===== src/rtl/alu_scheduler.sv =====
// Round-robin scheduler that shares one combinational ALU between two requesters.
// Operands are held on the ALU inputs for an op-dependent number of cycles before the result is returned.
module alu_scheduler #(
   parameter int unsigned WIDTH      = 32,
   parameter int unsigned MUL_CYCLES = 2,
   parameter int unsigned DIV_CYCLES = 4
) (
   input  logic             clk,
   input  logic             rst,
   input  logic             req0_valid,
   output logic             req0_ready,
   input  logic [WIDTH-1:0] req0_a,
   input  logic [WIDTH-1:0] req0_b,
   input  logic [6:0]       req0_op,
   input  logic             req1_valid,
   output logic             req1_ready,
   input  logic [WIDTH-1:0] req1_a,
   input  logic [WIDTH-1:0] req1_b,
   input  logic [6:0]       req1_op,
   output logic [WIDTH-1:0] alu_a,
   output logic [WIDTH-1:0] alu_b,
   output logic [6:0]       alu_op,
   input  logic [WIDTH-1:0] alu_result,
   output logic             resp_valid,
   input  logic             resp_ready,
   output logic [WIDTH-1:0] resp_data,
   output logic             resp_id,
   output logic             resp_err,
   output logic             busy
);

   localparam int unsigned OPW  = 7;
   localparam int unsigned MAXL = (MUL_CYCLES > DIV_CYCLES) ? MUL_CYCLES : DIV_CYCLES;
   localparam int unsigned CW   = (MAXL > 1) ? $clog2(MAXL) : 1;

   localparam logic [OPW-1:0] OP_MUL = OPW'(2);
   localparam logic [OPW-1:0] OP_DIV = OPW'(3);
   localparam logic [OPW-1:0] OP_MAX = OPW'(10);

   typedef enum logic [1:0] {IDLE, EXEC, RESP} state_t;

   state_t          state;
   logic [CW-1:0]   counter;
   logic            last_grant;
   logic            id;

   logic            grant0_c;
   logic            grant1_c;
   logic [WIDTH-1:0] sel_a_c;
   logic [WIDTH-1:0] sel_b_c;
   logic [OPW-1:0]  sel_op_c;
   logic            op_err_c;
   logic            div_zero_c;

   // Extra hold cycles (L-1) for the op being granted.
   function automatic logic [CW-1:0] lat_m1(input logic [OPW-1:0] op);
      if (op == OP_MUL)      return CW'(MUL_CYCLES - 1);
      else if (op == OP_DIV) return CW'(DIV_CYCLES - 1);
      else                   return '0;
   endfunction

   // On a tie the requester that did not win last time is granted.
   always_comb begin
      grant0_c = req0_valid && (!req1_valid || last_grant);
      grant1_c = req1_valid && (!req0_valid || !last_grant);
      sel_a_c  = grant1_c ? req1_a  : req0_a;
      sel_b_c  = grant1_c ? req1_b  : req0_b;
      sel_op_c = grant1_c ? req1_op : req0_op;
   end

   assign req0_ready = (state == IDLE) && grant0_c;
   assign req1_ready = (state == IDLE) && grant1_c;

   assign op_err_c   = alu_op > OP_MAX;
   assign div_zero_c = (alu_op == OP_DIV) && (alu_b == '0);

   always_ff @(posedge clk) begin
      if (rst) begin
         state      <= IDLE;
         counter    <= '0;
         last_grant <= 1'b1;
         id         <= 1'b0;
         alu_a      <= '0;
         alu_b      <= '0;
         alu_op     <= '0;
         resp_valid <= 1'b0;
         resp_data  <= '0;
         resp_id    <= 1'b0;
         resp_err   <= 1'b0;
         busy       <= 1'b0;
      end else begin
         case (state)
            IDLE: begin
               if (grant0_c || grant1_c) begin
                  alu_a      <= sel_a_c;
                  alu_b      <= sel_b_c;
                  alu_op     <= sel_op_c;
                  id         <= grant1_c;
                  last_grant <= grant1_c;
                  counter    <= lat_m1(sel_op_c);
                  state      <= EXEC;
                  busy       <= 1'b1;
               end
            end
            EXEC: begin
               if (counter != '0) begin
                  counter <= counter - CW'(1);
               end else begin
                  resp_valid <= 1'b1;
                  resp_id    <= id;
                  state      <= RESP;
                  if (op_err_c) begin
                     resp_data <= '0;
                     resp_err  <= 1'b1;
                  end else if (div_zero_c) begin
                     resp_data <= '1;
                     resp_err  <= 1'b1;
                  end else begin
                     resp_data <= alu_result;
                     resp_err  <= 1'b0;
                  end
               end
            end
            RESP: begin
               if (resp_ready) begin
                  resp_valid <= 1'b0;
                  state      <= IDLE;
                  busy       <= 1'b0;
               end
            end
            default: begin
               state <= IDLE;
               busy  <= 1'b0;
            end
         endcase
      end
   end

endmodule


===== config.mk =====
export PLATFORM = sky130hd
export DESIGN_NAME = alu_scheduler
export DESIGN_NICKNAME = d
export VERILOG_FILES = /design/src/rtl/alu_scheduler.sv
export SDC_FILE = /design/constraint.sdc
export NUM_CORES = 1
export LEC_CHECK = 0
export CAP_MARGIN = 40
export CORE_MARGIN = 2
export CORE_UTILIZATION = 41
export DETAILED_ROUTE_END_ITERATION = 10
export GPL_ROUTABILITY_DRIVEN = 0
export PLACE_DENSITY = 0.84
export SYNTH_ARGS = -nofsm -noshare
export SYNTH_HDL_FRONTEND = slang
export SYNTH_SLANG_ARGS = --single-unit

===== constraint.sdc =====
create_clock -name clk -period 6.14 [get_ports clk]
set_clock_uncertainty 0.15 [all_clocks]
set_input_delay 1.842 -clock clk [delete_from_list [all_inputs] [get_ports clk]]
set_output_delay 1.842 -clock clk [all_outputs]
set_load 0.01 [all_outputs]

==> reports/metrics.yaml <==
status: "finished, violations left"
violations: "design-rule violations"
synth_area_leaders: "dfxtp_1 46%, mux2i_1 15%, a211oi_1 11%, nor2_1 6.1%, a22oi_1 4.9%"
synth_nets: 687
ctsResizeCount: 0
drive_gt1_share_pct: 6.11
syn_inst: 507
fillers: 842
p_leak_nw: 3.16
synth_edf_count: 0
ys_dominant_reg_cell: "dfxtp_1"
drv_cap: 0
register_area_sq_um: 2260
powerDensity_nw_per_um2: 316
std_cell_rows: 39
min-delay-path-class: "register to register"
worst-endpoint-arrival_ns: 3.28
insertion_delay_ns: 0.39
final_max_slew_viol_count: 0
hold_viol_final: 0
cts-root-buf: "clkbuf_16"
fmax_mhz: 190
rsz0062_at_grt: "no"
tightestPinTransition_ns: 0.811
layout_min_cycle_time_ns: 5.28
yosysWarningCount: 0
start_util_pct: 42.3
synth_area_per_cell_sq_um: 9.61
grt_usage_pct: 24.8
dr.pass1.iters: 11
drt_iter0_drc: 418
grt_pass1_vias: 5131
route.detailed.drc: 18
post_cts_buffers: 0
start_kind: "primary input"
dp.cells: 897
core_sq_um: 11500
syn_area_sq_um: 4870
setup-violations-final: 0
worst_slack_ns: 0.864
required_ns: 4.15
grt_max_degree: 84
antenna_found_initial: 0
die_h_um: 113
fin_crit_sh_pct: 85.9
io_buffers: 287
cts_max_level: 4
cts_tree: "yes"
finalSetupTns_ns: 0
ir_drop_uv: 223
clk_pin_slew_worst_paths_ns: 0.05
via_per_inst: 5.36
hold_buffers: 0
routed_wl_um: 15900
preCtsSetupSlack_ns: 0.888
end_kind: "primary output"
grt-ovfl-total: 0
grt_pass1_wl_um: 25200
ant_nets: 0
slew_headroom_pct: 45.7
synth.top_cell.area_share_pct: 46.4
n_antenna_cell: 0
die_area_sq_um: 12800
fp.dieW_um: 113
num_vias: 4978
wl_per_cell_um: 17.1
multi_input_area_sq_um: 2400
seq_area_frac_synth_pct: 46.4
synthArstFlopShare_pct: 0
cts_buffers: 17
cts.sinks: 113
stdcell_count: 929
dp_hpwl_um: 12200
critPathMaxFanout: 4
synth_seq_cells: 113
crit_type: "primary input to primary output"
synth_largest_area_cell: "dfxtp_1"
final_nets: 953
ys_types: 41
cts_max_path_buffers: 2
area_delta_synth_final_pct: 73.4
ios: 288
[worst max-delay path, stage by stage]
cell and delay (ns):
clkdlybuf4s50_1 0.52, a21boi_4 0.20, nand2_1 0.09, inv_1 0.07, clkdlybuf4s50_1 0.55
[routing by layer]
layer	track usage, %	vias up	wire length (um)
met1	26.1	2284	5890
met3	8.09	30	1490
li1	-	2432	-
met5	0	-	0
met4	11.5	0	419
met2	44.6	232	8130
[logic make-up after synthesis]
| group | Yosys count | share of synthesized area (%) |
|---|---|---|
| buffers and inverters | 51 | 4.75 |
| AO/OA/AOI/OAI | 155 | 22.1 |
| multiplexers | 72 | 14.8 |
| adder cells (fa/ha/maj) | 1 | 0.257 |
| flip-flops | 113 | 46.4 |
| AND/OR/NAND/NOR | 115 | 11.6 |
[per-stage QoR]
step           area, sq um  hold slack [ns]  utilization, %  total power (W)
2_1_floorplan         4870            0.301               -          0.00126
3_3_place_gp          7750            0.307            67.3          0.00162
3_5_place_dp          7820            0.308            67.9          0.00166
4_1_cts               8450            0.317            73.4          0.00269
5_1_grt               8450            0.349            73.4          0.00280
6_report              8450            0.315            73.4          0.00267
[power by group]
| part | switching [W] | internal, W |
|---|---|---|
| clock network | 0.000337 | 0.000691 |
| registers | 0.0000756 | 0.000838 |
| logic | 0.000330 | 0.000397 |
[layout by cell type (no fill, tap or decap), types with 5 or more instances in the layout]
cell / netlist / layout
clkdlybuf4s50_1: 0 / 286
dfxtp_1: 113 / 113
nor2_1: 79 / 79
mux2i_1: 72 / 72
a211oi_1: 72 / 72
a21oi_1: 37 / 37
a22oi_1: 32 / 32
clkbuf_16: 0 / 17
nand2_1: 5 / 5
nor4_1: 5 / 5
buf_4: 0 / 5
[state kept, by name (all words and copies together), names as in the netlist, 2 cells and up]
| signal | cells |
|---|---|
| alu_a | 32 |
| alu_b | 32 |
| resp_data | 32 |
| alu_op | 7 |
| counter | 2 |
| state | 2 |
[worst paths after layout]
kind	cells after the start	slack [ns]	from	end
min	2	0.32	resp_err$_SDFFE_PP0P_	resp_err$_SDFFE_PP0P_
max reg2reg	5	3.11	state[0]$_SDFFE_PP0P_	resp_data[10]$_SDFFE_PP0P_
min reg2reg	2	0.32	resp_err$_SDFFE_PP0P_	resp_err$_SDFFE_PP0P_
max	5	0.86	req0_valid	req1_ready
[cells in the mapped netlist (2+ instances only)]
master	number
nand2b_1	2
nand2_1	5
dfxtp_1	113
inv_1	4
o21ai_0	4
or4_1	4
buf_1	2
nor4_1	5
clkbuf_1	28
nor3_1	3
nor2_1	79
a211oi_1	72
a22oi_1	32
buf_6	3
nor2b_1	4
and4_1	2
buf_2	14
a21oi_1	37
mux2i_1	72
[cell type report]
class                   count  area share, %
clock buffers              19           5.24
clock inverters            13           2.19
inverters                   4          0.178
multi-input cells         343           28.4
flip-flops and latches    113           26.8
well taps                 143           2.12
repair buffers            294           35.1
No activity file was read; power rests on OpenSTA's default activity.
